**src/rtl/serial_pkg.sv**
```systemverilog
// Shared definitions for the word serializer and its consumer-side deserializer.
//   state_e      : controller state encoding (idle, shifting data bits, parity beat)
//   WORD_W       : default word width (mux input count)
//   WORD_SEL_W   : default select width, clog2(WORD_W)
//   idx_bounds() : first and final bit index for a given bit order
package serial_pkg;

   localparam int unsigned WORD_W     = 32;
   localparam int unsigned WORD_SEL_W = 5;

   typedef enum logic [1:0] {
      StIdle   = 2'd0,
      StShift  = 2'd1,
      StParity = 2'd2
   } state_e;

   typedef struct packed {
      int unsigned start_idx;
      int unsigned final_idx;
   } idx_bounds_t;

   // LSB-first walks 0 -> width-1, MSB-first walks width-1 -> 0.
   function automatic idx_bounds_t idx_bounds(input bit msb_first, input int unsigned width);
      idx_bounds_t b;
      if (msb_first) begin
         b.start_idx = width - 1;
         b.final_idx = 0;
      end else begin
         b.start_idx = 0;
         b.final_idx = width - 1;
      end
      return b;
   endfunction

endpackage

```
**src/rtl/word_serializer_ctrl_if.sv**
```systemverilog
// Bus bundle between the word serializer controller and its surroundings.
//   upstream  : in_valid, in_ready, in_data
//   mux side  : mux_i (held word), mux_sel (bit index), mux_en (mux enable)
//   serial    : out_valid, out_ready, out_last, out_par, par_bit
//   status    : busy
// Modports: master = the controller, slave = upstream/mux/consumer environment.
interface word_serializer_ctrl_if #(
   parameter int unsigned WIDTH = serial_pkg::WORD_W,
   parameter int unsigned SEL_W = serial_pkg::WORD_SEL_W
) ();

   logic             in_valid;
   logic             in_ready;
   logic [WIDTH-1:0] in_data;
   logic [WIDTH-1:0] mux_i;
   logic [SEL_W-1:0] mux_sel;
   logic             mux_en;
   logic             out_valid;
   logic             out_ready;
   logic             out_last;
   logic             out_par;
   logic             par_bit;
   logic             busy;

   modport master (
      input  in_valid, in_data, out_ready,
      output in_ready, mux_i, mux_sel, mux_en, out_valid, out_last, out_par, par_bit, busy
   );

   modport slave (
      output in_valid, in_data, out_ready,
      input  in_ready, mux_i, mux_sel, mux_en, out_valid, out_last, out_par, par_bit, busy
   );

endinterface

```
**src/rtl/bit_index_counter.sv**
```systemverilog
// Up/down bit index counter with load, enable and final-index detection.
// Shared by the serializer controller and the consumer-side deserializer.
//   clk, rst_n : clock, synchronous active-low reset (count returns to 0)
//   load       : load load_val (takes priority over en)
//   load_val   : value loaded on load
//   en         : step one position toward final_val
//   up         : 1 = increment, 0 = decrement
//   final_val  : index at which counting stops
//   cnt        : current index
//   is_final   : cnt equals final_val
module bit_index_counter #(
   parameter int unsigned SEL_W = 5
) (
   input  logic             clk,
   input  logic             rst_n,
   input  logic             load,
   input  logic [SEL_W-1:0] load_val,
   input  logic             en,
   input  logic             up,
   input  logic [SEL_W-1:0] final_val,
   output logic [SEL_W-1:0] cnt,
   output logic             is_final
);

   logic [SEL_W-1:0] cnt_q, cnt_d;

   assign is_final = (cnt_q == final_val);
   assign cnt      = cnt_q;

   // Never steps past final_val, so an out-of-range index cannot be produced.
   always_comb begin
      cnt_d = cnt_q;
      if (load) begin
         cnt_d = load_val;
      end else if (en && !is_final) begin
         cnt_d = up ? cnt_q + 1'b1 : cnt_q - 1'b1;
      end
   end

   always_ff @(posedge clk) begin
      if (!rst_n) begin
         cnt_q <= '0;
      end else begin
         cnt_q <= cnt_d;
      end
   end

endmodule

```
**src/rtl/word_serializer_ctrl.sv**
```systemverilog
// Control stage in front of a 32-to-1 enabled bit mux. Accepts a word over valid/ready,
// holds it on the mux data inputs and walks the mux select over every bit, one bit per
// accepted beat, so the mux output forms a framed serial stream.
//   clk, rst_n : clock, synchronous active-low reset
//   bus        : word_serializer_ctrl_if.master (upstream handshake, mux drive, serial framing)
// Parameters: WIDTH (word width = mux inputs), SEL_W (clog2(WIDTH)),
//             MSB_FIRST (0 = index 0 first, 1 = index WIDTH-1 first).
// Build option: define WORD_SERIALIZER_PARITY_EN to append an even-parity beat to each word.
module word_serializer_ctrl
   import serial_pkg::*;
#(
   parameter int unsigned WIDTH     = WORD_W,
   parameter int unsigned SEL_W     = WORD_SEL_W,
   parameter bit          MSB_FIRST = 1'b0
) (
   input logic                   clk,
   input logic                   rst_n,
   word_serializer_ctrl_if.master bus
);

   localparam idx_bounds_t      Bounds   = idx_bounds(MSB_FIRST, WIDTH);
   localparam logic [SEL_W-1:0] StartIdx = SEL_W'(Bounds.start_idx);
   localparam logic [SEL_W-1:0] FinalIdx = SEL_W'(Bounds.final_idx);

   state_e           state_q, state_d;
   logic [WIDTH-1:0] word_q, word_d;
   logic             in_rdy;
   logic             accept;
   logic             cnt_en;
   logic             is_final;
   logic [SEL_W-1:0] sel;

   bit_index_counter #(
      .SEL_W (SEL_W)
   ) u_index (
      .clk       (clk),
      .rst_n     (rst_n),
      .load      (accept),
      .load_val  (StartIdx),
      .en        (cnt_en),
      .up        (~MSB_FIRST),
      .final_val (FinalIdx),
      .cnt       (sel),
      .is_final  (is_final)
   );

   // in_ready never looks at in_valid; on the closing beat it follows out_ready so the
   // next word loads on the same edge and SHIFT restarts without an idle cycle.
   always_comb begin
      state_d = state_q;
      in_rdy  = 1'b0;
      cnt_en  = 1'b0;
      case (state_q)
         StIdle: begin
            in_rdy = 1'b1;
            if (bus.in_valid) state_d = StShift;
         end
         StShift: begin
            if (bus.out_ready) begin
               if (is_final) begin
`ifdef WORD_SERIALIZER_PARITY_EN
                  state_d = StParity;
`else
                  in_rdy  = 1'b1;
                  state_d = bus.in_valid ? StShift : StIdle;
`endif
               end else begin
                  cnt_en = 1'b1;
               end
            end
         end
`ifdef WORD_SERIALIZER_PARITY_EN
         StParity: begin
            if (bus.out_ready) begin
               in_rdy  = 1'b1;
               state_d = bus.in_valid ? StShift : StIdle;
            end
         end
`endif
         default: state_d = StIdle;
      endcase
   end

   assign accept = bus.in_valid & in_rdy;
   assign word_d = accept ? bus.in_data : word_q;

   always_ff @(posedge clk) begin
      if (!rst_n) begin
         state_q <= StIdle;
         word_q  <= '0;
      end else begin
         state_q <= state_d;
         word_q  <= word_d;
      end
   end

   assign bus.in_ready  = in_rdy;
   assign bus.mux_i     = word_q;
   assign bus.mux_sel   = sel;
   assign bus.mux_en    = (state_q == StShift);
   assign bus.out_valid = (state_q != StIdle);
   assign bus.busy      = (state_q != StIdle);

`ifdef WORD_SERIALIZER_PARITY_EN
   // Mux is disabled on the parity beat; the parity value travels on par_bit instead.
   assign bus.out_last = (state_q == StParity);
   assign bus.out_par  = (state_q == StParity);
   assign bus.par_bit  = (state_q == StParity) & (^word_q);
`else
   assign bus.out_last = (state_q == StShift) & is_final;
   assign bus.out_par  = 1'b0;
   assign bus.par_bit  = 1'b0;
`endif

endmodule

```
**src/flat_wrapper.sv**
```systemverilog
// flat-port wrapper written by rule: the top's interface ports become plain ports
module word_serializer_ctrl_flat import serial_pkg::*;
#(
   parameter int unsigned WIDTH     = WORD_W,
   parameter int unsigned SEL_W     = WORD_SEL_W,
   parameter bit          MSB_FIRST = 1'b0
)
  (clk, rst_n, bus_in_valid, bus_in_data, bus_out_ready, bus_in_ready, bus_mux_i, bus_mux_sel, bus_mux_en, bus_out_valid, bus_out_last, bus_out_par, bus_par_bit, bus_busy);
  word_serializer_ctrl_if #(.WIDTH(WIDTH), .SEL_W(SEL_W)) bus_i ();
  input logic clk;
  input logic rst_n;
  input wire logic [$bits(bus_i.in_valid)-1:0] bus_in_valid;
  input wire logic [$bits(bus_i.in_data)-1:0] bus_in_data;
  input wire logic [$bits(bus_i.out_ready)-1:0] bus_out_ready;
  output wire logic [$bits(bus_i.in_ready)-1:0] bus_in_ready;
  output wire logic [$bits(bus_i.mux_i)-1:0] bus_mux_i;
  output wire logic [$bits(bus_i.mux_sel)-1:0] bus_mux_sel;
  output wire logic [$bits(bus_i.mux_en)-1:0] bus_mux_en;
  output wire logic [$bits(bus_i.out_valid)-1:0] bus_out_valid;
  output wire logic [$bits(bus_i.out_last)-1:0] bus_out_last;
  output wire logic [$bits(bus_i.out_par)-1:0] bus_out_par;
  output wire logic [$bits(bus_i.par_bit)-1:0] bus_par_bit;
  output wire logic [$bits(bus_i.busy)-1:0] bus_busy;
  assign bus_i.in_valid = bus_in_valid;
  assign bus_i.in_data = bus_in_data;
  assign bus_i.out_ready = bus_out_ready;
  assign bus_in_ready = bus_i.in_ready;
  assign bus_mux_i = bus_i.mux_i;
  assign bus_mux_sel = bus_i.mux_sel;
  assign bus_mux_en = bus_i.mux_en;
  assign bus_out_valid = bus_i.out_valid;
  assign bus_out_last = bus_i.out_last;
  assign bus_out_par = bus_i.out_par;
  assign bus_par_bit = bus_i.par_bit;
  assign bus_busy = bus_i.busy;
  word_serializer_ctrl #(.WIDTH(WIDTH), .SEL_W(SEL_W), .MSB_FIRST(MSB_FIRST)) u_core (.clk(clk), .rst_n(rst_n), .bus(bus_i));
endmodule
```
**config.mk**
```make
export PLATFORM = sky130hd
export DESIGN_NAME = word_serializer_ctrl_flat
export DESIGN_NICKNAME = d
export VERILOG_FILES = /design/src/rtl/serial_pkg.sv /design/src/rtl/word_serializer_ctrl_if.sv /design/src/rtl/bit_index_counter.sv /design/src/rtl/word_serializer_ctrl.sv /design/src/flat_wrapper.sv
export SDC_FILE = /design/constraint.sdc
export NUM_CORES = 1
export LEC_CHECK = 0
export CORE_ASPECT_RATIO = 0.5
export CORE_UTILIZATION = 42
export DETAILED_ROUTE_END_ITERATION = 10
export GPL_TIMING_DRIVEN = 0
export PLACE_DENSITY_LB_ADDON = 0.2
export SLEW_MARGIN = 20
export SYNTH_ARGS = -nofsm -noshare
export SYNTH_HDL_FRONTEND = slang
export SYNTH_HIERARCHICAL = 1
export SYNTH_SLANG_ARGS = --single-unit
```
**constraint.sdc**
```tcl
create_clock -name clk -period 2.5 [get_ports clk]
set_clock_uncertainty 0.15 [all_clocks]
set_input_delay 0.625 -clock clk [delete_from_list [all_inputs] [get_ports clk]]
set_output_delay 0.625 -clock clk [all_outputs]
set_load 0.005 [all_outputs]
```
# Word-level counts from Yosys, hierarchy flattened
# Cells that the tools add are included.
dict set report classes {
  add_sub_neg 1
  multipliers 0
  div 0
  order_cmp 0
  n_eq_ne 5
  shifts 0
  muxes 11
  bitwise 3
  n_reduce_logical 6
}
# op count
set ops {}
lappend ops {{2-to-1 mux 1 bit} 6}
lappend ops {{2-to-1 mux 2 bit} 3}
lappend ops {{adder 5 x 1 -> 5 bit, second input constant} 1}
lappend ops {{== test 5 bit, second input constant} 1}
lappend ops {{inequality test 2 bit, second input constant} 2}
lappend ops {{case mux 2 bit (2 select lines)} 1}
lappend ops {{AND reduction 3 bit} 1}
lappend ops {{AND 1 bit} 2}
lappend ops {{== test 2 x 1 -> 1 bit, second input constant} 1}
lappend ops {{zero test 2 bit} 1}
lappend ops {{inequality test 2 x 1 -> 1 bit, second input constant} 1}
lappend ops {{case mux 1 bit (2 select lines)} 1}
lappend ops {{nonzero test 2 bit} 1}
lappend ops {{OR reduction 2 bit} 1}
lappend ops {{logical AND 1 bit} 1}
lappend ops {{zero test 1 bit} 1}
lappend ops {{inverter 1 bit} 1}
dict set report word_totals {
  ff_bits 39
  latchBits 0
  mem_bits_rw 0
  mem_bits_ro 0
  n_memories 0
}

# Longest topological paths before layout
# Gate-level depths: netlist (run 1).
dict set report depth {
  ltp_word 6
  depth_mapped 10
  depth_no_buf 8
}

# Modules after synthesis
# The synthesis (run 1) kept the hierarchy.
# mod instances cells_each area_each_um2 seq_area_each_um2
set modules_own_cells {}
lappend modules_own_cells {word_serializer_ctrl 1 153 1412.6 660.6}
lappend modules_own_cells {bit_index_counter 1 51 417.9 100.1}

# Worst setup path after synthesis (run 1)
# OpenSTA, ideal clock, no wires.
dict set report synth_path {
  kind {register -> register}
  start {reg u_core.u_index.cnt_q[0] (netlist: u_core/u_index/cnt[0])}
  end {reg u_core.u_index.cnt_q[4] (netlist: u_core/u_index/cnt[4])}
  arrival_ns 1.698
  required_ns 2.221
  path_slack_ns 0.524
  stages_incl_launch_ff 11
  path_cell_list {dfxtp_1 > xnor2_1 > nand3_2 > nor2_1 > a21boi_4 > nor2b_2 > buf_6 > buf_12 > inv_1 > o21ai_0 > a31oi_1}
}
dict set report synth_via {
  elab_chain_cells 6
  elab_cells_between_ends 12
}
# item line_no
set synth_rtl {}
lappend synth_rtl {{from (decl)} bit_index_counter.sv:25} ;# logic [SEL_W-1:0] cnt_q, cnt_d;
lappend synth_rtl {{from (signal assigned)} bit_index_counter.sv:44} ;# cnt_q <= cnt_d;
lappend synth_rtl {{== test 5 bit} bit_index_counter.sv:27} ;# assign is_final = (cnt_q == final_val);
lappend synth_rtl {{named net u_core.is_final} word_serializer_ctrl.sv:30} ;# logic is_final;
lappend synth_rtl {{2-to-1 mux 1 bit} word_serializer_ctrl.sv:60} ;# if (is_final) begin
lappend synth_rtl {{2-to-1 mux 1 bit} word_serializer_ctrl.sv:59} ;# if (bus.out_ready) begin
lappend synth_rtl {{case mux 1 bit (2 select lines)} word_serializer_ctrl.sv:53} ;# case (state_q)
lappend synth_rtl {{AND 1 bit} word_serializer_ctrl.sv:84} ;# assign accept = bus.in_valid & in_rdy;
lappend synth_rtl {{named net u_core.accept} word_serializer_ctrl.sv:28} ;# logic accept;
lappend synth_rtl {{OR reduction 2 bit (no line)} n/a}
# The timed path passes the listed nets, and every way through them passes these cells.
# A chain may end at the register's enable or synchronous reset.

==> flow_summary.yaml, run 1 <==
outcome:
  status: "completed"
routing:
  wl_met3_um: 301
  dr.pass1.iters: 4
  viasPerCell: 4.59
  drc: 0
  vias: 1651
  wl_met1_um: 1880
  wire_per_inst_um: 12.1
  antenna_left: 0
  met2_wirelength_um: 2180
  maxUsedRoutingLayer: "met4"
  dr.first_iter.drc_count: 37
  drt-total-wl_um: 4370
worst_setup_path:
  path_max_fanout: 10
  worstPathRequired_ns: 2.56
  path_delay_family: "buffers and inverters"
  critPathArrivalTime_ns: 2.18
  reg2reg_slack_ns: 0.41
  rr_worst_depth: 8
  crit_buf_inv: 3
  path_cells: "clkdlybuf4s50_1, buf_2, clkbuf_1, nand2_1, mux2i_1"
  cp_slowest_cell: "clkdlybuf4s50_1"
  end_kind: "flip-flop"
  slowest_delay_ns: 0.63
  path_class: "in -> reg"
  setup.worst_path.start_class: "primary input"
  r2r_start: "u_core/u_index/cnt[0]"
  worstSetupPathDepth: 5
  timing.rr.end: "u_core/u_index/cnt[4]"
global_routing:
  grt_pass1_wl_um: 6960
  grt_pass1_vias: 1565
  antenna_found_initial: 0
  grtUsageTotal_pct: 19.4
  grt_max_degree: 13
  grt_overflow_total: 0
power:
  sw_frac_of_total_pct: 24.1
  peakVddDrop_uv: 313
  switchingPower_w: 0.000381
  p_leak_nw: 1.22
  clock_power_share_pct: 33.1
  powerDensity_nw_per_um2: 546
  p_comb_share_pct: 24.0
  intPower_w: 0.00120
  p_seq_share_pct: 42.8
  finalPower_w: 0.00158
logic_synthesis:
  yosysSeqAreaShare_pct: 41.6
  syn_inst: 204
  synth-seq-cells: 38
  syn_avg_cell_area_um2: 8.97
  netlist_area_um2: 1830
  synth_cell_types: 30
  yosysWarnings: 6
clocking:
  root_buffer: "clkbuf_8"
  clk_latency_ns: 0.28
  cts_tree: "built"
  clock-sinks: 38
  cts_buffers: 5
  path_clk_slew_ns: 0.07
  h-tree-depth: 2
  hold_buffers: 0
  clk_path_buf_depth: 2
layout:
  layout.nets: 346
  layout-drive-gt1-share_pct: 11.4
  final_core_util_pct: 71.6
  area_growth_pct: 58.2
  n_antenna_cell: 0
  stdcell_area_um2: 2900
die:
  die_w_um: 95.4
  start_util_pct: 45.3
  rows: 16
  ioPinCount: 80
  floorplan.die_area_um2: 4640
  core_um2: 4040
  fp.dieH_um: 48.7
sta:
  drv_slew: 0
  setup_viol: 0
  min_period_over_period_pct: 85.1
  max_freq_ghz: 0.470
  rsz0062_at_grt: "false"
  setup_slack_ns: 0.374
  min_period_ns: 2.13
  fin_setup_tns_ns: 0
  hold_viol_final: 0
run:
  drv_cap: 0
placed_design:
  dp_slack_ns: -0.0614
  io_buffers: 77
  gp_congestion: 0.744
  dp_hpwl_um: 3220
  placed_area_um2: 2710
worst_hold_path:
  worstHoldStart: "u_core/bus.mux_i[24]"
  hold_class: "reg -> reg"
  min_to: "u_core/bus.mux_i[24]"
  worstHoldPathCells: 2
[flip-flops by register name, indices dropped and copies added, names as in the netlist]
register / count
u_core/bus.mux_i: 32
u_core/u_index/cnt: 5
u_core/state_q: 1
[metal layers]
layer | up-vias | global-route usage (%)
li1 | 845 | -
met3 | 2 | 6.45
met4 | 0 | 5.30
met1 | 753 | 22.1
met2 | 51 | 34.4
met5 | - | 0
[per-stage QoR]
step	std cells	hold slack, ns
2_1_floorplan	216	0.301
3_3_place_gp	347	0.292
3_5_place_dp	347	0.300
4_1_cts	359	0.310
5_1_grt	360	0.330
6_report	360	0.307
[worst max path at each step]
stage	start	end	slack [ns]
2_1_floorplan	u_core/u_index/cnt[0]	u_core/u_index/cnt[4]	0.52
3_3_place_gp	bus_out_ready	bus_in_ready	-0.04
3_5_place_dp	bus_out_ready	bus_in_ready	-0.06
4_1_cts	u_core/u_index/cnt[2]	bus_out_last	0.005
5_1_grt	rst_n	u_core/bus.mux_i[13]	0.24
6_report	rst_n	u_core/bus.mux_i[13]	0.37
[cell type report]
class                      instances  area, um^2
fill                             293        1150
multi-input combinational        157         970
timing repair buffer              83         820
sequential                        38         774
buffer                            15         130
clock buffer                       6        82.6
tap                               54        67.6
clock inverter                     1        30.0
inverter                           6        22.5
[tightest hold or removal path, cell delays in order (launching register included)]
cell     delay [ns]
dfxtp_1        0.31
nand2_1        0.05
mux2i_1        0.05
[cells in the final DEF (no fill, tap or decap)]
cell type	n
clkdlybuf4s50_1	74
o21ai_0	4
fa_1	1
nor2b_2	1
o21a_1	2
dlygate4sd2_1	1
conb_1	14
a21boi_4	1
dlymetal6s2s_1	2
dfxtp_4	3
nand2_1	68
or4_1	1
nor2_4	1
buf_2	2
clkbuf_8	6
xnor2_1	9
nand4_1	1
bufinv_16	1
mux2i_1	33
dfxtp_2	2
a21o_2	1
a211oi_1	1
a21oi_1	3
buf_12	3
nand2b_1	1
nand3_2	1
and2_2	1
buf_6	1
buf_4	10
ha_1	3
inv_1	6
a31oi_1	2
dfxtp_1	33
nor2_1	4
or3_1	1
o21ai_2	1
nand3_1	2
clkbuf_1	5
[what timing repair did]
action / CTS / global route
pin swaps: 3 / 2
gates resized for setup: 9 / 4
gates cloned: 0 / 0
setup buffers: 5 / 1
setup endpoints to repair: 2 / 2
[synthesized netlist by cell type]
master    number  area, um^2
nand3_1        2        10.0
xnor2_1        9        78.8
a211oi_1       1        7.51
and2_2         1        7.51
o21ai_2        1        8.76
mux2i_1       33         330
or3_1          1        6.26
a21boi_4       1        18.8
buf_4          4        30.0
nand3_2        1        10.0
clkbuf_1       5        18.8
nand2b_1       1        6.26
fa_1           1        20.0
or4_1          1        7.51
buf_12         3        60.1
nand4_1        1        6.26
nor2b_2        1        8.76
buf_6          1        11.3
conb_1         2        7.51
ha_1           3        37.5
a21oi_1        3        15.0
o21ai_0        4        20.0
a31oi_1        2        12.5
inv_1          6        22.5
dfxtp_1       38         761
nand2_1       68         255
o21a_1         2        15.0
buf_2          2        10.0
a21o_2         1        8.76
nor2_1         5        18.8
[cells by family (layout without fill, tap and decap cells)]
| group | after synthesis | count (layout) | share of synthesized area (%) |
|---|---|---|---|
| simple gates | 82 | 82 | 18.4 |
| flops | 38 | 38 | 41.6 |
| mux | 33 | 33 | 18.0 |
| buf+inv | 21 | 111 | 8.34 |
| compound gates | 15 | 15 | 5.81 |
| xor+xnor | 9 | 9 | 4.31 |
| fa+ha+maj | 4 | 4 | 3.14 |
| other cells | 2 | 14 | 0.410 |
[power groups by stage]
stage / Sequential [W] / Combinational, W / Clock [W]
finish: 0.000677 / 0.000380 / 0.000524
global route: 0.000682 / 0.000412 / 0.000567
CTS: 0.000677 / 0.000376 / 0.000536
detailed placement: 0.000693 / 0.000355 / 0
global placement: 0.000691 / 0.000345 / 0
floorplan: 0.000692 / 0.000175 / 0
Power figures use the tool's default switching activity.
==> inputs of run 2 (changes only) <==
--- a/config.mk
+++ b/config.mk
@@ -15,3 +15,4 @@
 export SYNTH_HDL_FRONTEND = slang
 export SYNTH_HIERARCHICAL = 1
 export SYNTH_SLANG_ARGS = --single-unit
+export TNS_END_PERCENT = 1
==> results of run 2 <==
No change in the layout: final DEF, timing and power equal those of run 1.
==> inputs of run 3 (changes only) <==
--- a/config.mk
+++ b/config.mk
@@ -6,8 +6,9 @@
 export NUM_CORES = 1
 export LEC_CHECK = 0
 export CORE_ASPECT_RATIO = 0.5
-export CORE_UTILIZATION = 42
+export CORE_UTILIZATION = 45
 export DETAILED_ROUTE_END_ITERATION = 10
+export GPL_ROUTABILITY_DRIVEN = 0
 export GPL_TIMING_DRIVEN = 0
 export PLACE_DENSITY_LB_ADDON = 0.2
 export SLEW_MARGIN = 20
==> constraint.sdc (replaced) <==
create_clock -name clk -period 2.6 [get_ports clk]
set_clock_uncertainty 0.15 [all_clocks]
set_input_delay 0.65 -clock clk [delete_from_list [all_inputs] [get_ports clk]]
set_output_delay 0.65 -clock clk [all_outputs]
set_load 0.005 [all_outputs]
==> run 3 against run 2 <==
Net effect: count of clock-buffer cells in the layout increased by 1; sequential cell count unchanged; via count increased by 0.36%; non-clock buffer count decreased by 2; highest routed layer unchanged.
==> flow_summary.yaml, run 3 (same netlist as run 1, synthesis figures left out) <==
worst_setup_path:
  path_max_fanout: 3
  end_kind: "output pin"
  rr_worst_depth: 8
  path_class: "reg -> out"
  critPathArrivalTime_ns: 1.73
  r2r_start: "u_core/u_index/cnt[0]"
  worstPathRequired_ns: 1.80
  crit_path_start: "u_core/u_index/cnt[0]"
  setup.worst_path.start_class: "flip-flop"
outcome:
  status: "completed"
die:
  start_util_pct: 50.0
  floorplan.die_area_um2: 4340
  rows: 15
  ioPinCount: 80
  core_um2: 3660
  die_w_um: 92.2
  fp.dieH_um: 47.1
placed_design:
  dp_hpwl_um: 3150
  dp.cells: 344
  io_buffers: 77
  placed_area_um2: 2710
power:
  powerDensity_nw_per_um2: 498
  p_leak_nw: 1.21
  peakVddDrop_uv: 299
global_routing:
  grt_max_degree: 13
  grt_pass1_wl_um: 6580
  grt_overflow_total: 0
  antenna_found_initial: 0
  grt_pass1_vias: 1515
  grtUsageTotal_pct: 20.0
layout:
  layout_common_cells: "clkdlybuf4s50_1, nand2_1, mux2i_1, dfxtp_1, conb_1"
  ff_latch_area_um2: 772
  layout.nets: 344
  multi_input_area_um2: 980
  fillerInstances: 251
  area_growth_pct: 56.5
  layout-drive-gt1-share_pct: 11.5
  final_common_cell: "clkdlybuf4s50_1"
  n_antenna_cell: 0
  stdcell_area_um2: 2870
  largest_reg_flops: 32
  fin_cells: 356
routing:
  drt-total-wl_um: 4320
  viasPerCell: 4.65
  dr.first_iter.drc_count: 38
  drc: 0
  wire_per_inst_um: 12.1
  dr.pass1.iters: 4
  antenna_left: 0
  vias: 1657
sta:
  drv_slew: 0
  min_period_over_period_pct: 97.5
  max_freq_ghz: 0.395
  hold_viol_final: 0
  setup_viol: 0
  min_period_ns: 2.53
clocking:
  path_clk_slew_ns: 0.08
  cts_tree: "built"
  clk_latency_ns: 0.28
  h-tree-depth: 2
  clock-sinks: 38
  cts_buffers: 5
  hold_buffers: 0
  root_buffer: "clkbuf_8"
  clk_path_buf_depth: 2
run:
  drv_cap: 0
worst_hold_path:
  worstHoldPathCells: 2
  hold_class: "reg -> reg"
  worstHoldStart: "u_core/bus.mux_i[8]"
-- run 3: layout make-up --
cell class                 count  area share [%]
multi-input combinational    157            34.2
timing repair buffer          81            28.1
sequential                    38            26.9
buffer                        15            4.54
clock buffer                   7            3.01
tap                           51            2.23
inverter                       6           0.786
clock inverter                 1           0.175
-- run 3: what timing repair did --
item | 4_1_cts | 5_1_grt
endpoints found under the setup margin | 2 | 2
setup buffers | 0 | 4
gates resized for setup | 5 | 8
pin swaps | 0 | 2
-- run 3: metal layers --
metal	global-route usage (%)	up-vias	part of all wire, %
met3	6.47	5	6.4
met5	0	-	0
li1	-	845	-
met1	23.4	757	44
met2	36.9	50	49
met4	5.94	0	0.79
-- run 3: worst paths after layout --
path,end,slack [ns]
setup / recovery,bus_in_ready,0.07
hold / removal,u_core/bus.mux_i[8],0.31
setup reg to reg,u_core/u_index/cnt[4],0.48
hold reg to reg,u_core/bus.mux_i[8],0.31
-- run 3: worst max-delay path: stages, from the launching register on --
cell and delay [ns]:
dfxtp_4 0.37, xnor2_1 0.14, nand3_2 0.14, nor2_4 0.19, a21boi_4 0.08, inv_1 0.05
clkdlybuf4s50_1 0.48
-- run 3: where the power goes --
group / switching [W] / internal (W)
Combinational: 0.000142 / 0.000221
Sequential: 0.0000288 / 0.000625
Clock: 0.000196 / 0.000214
-- run 3: per-stage QoR --
| step | total power (W) | setup slack, ns | util (%) | hold WS [ns] | setup TNS, ns |
|---|---|---|---|---|---|
| 5_1_grt | 0.00149 | -0.00946 | 78.3 | 0.327 | -0.00946 |
| 3_5_place_dp | 0.00101 | -0.000660 | 74.1 | 0.298 | -0.000660 |
| 6_report | 0.00143 | 0.0653 | 78.3 | 0.308 | 0 |
| 4_1_cts | 0.00142 | 0.0000605 | 76.9 | 0.311 | 0 |
| 3_3_place_gp | 0.000995 | 0.0100 | 74.1 | 0.292 | 0 |
| 2_1_floorplan | 0.000834 | 0.624 | - | 0.301 | 0 |
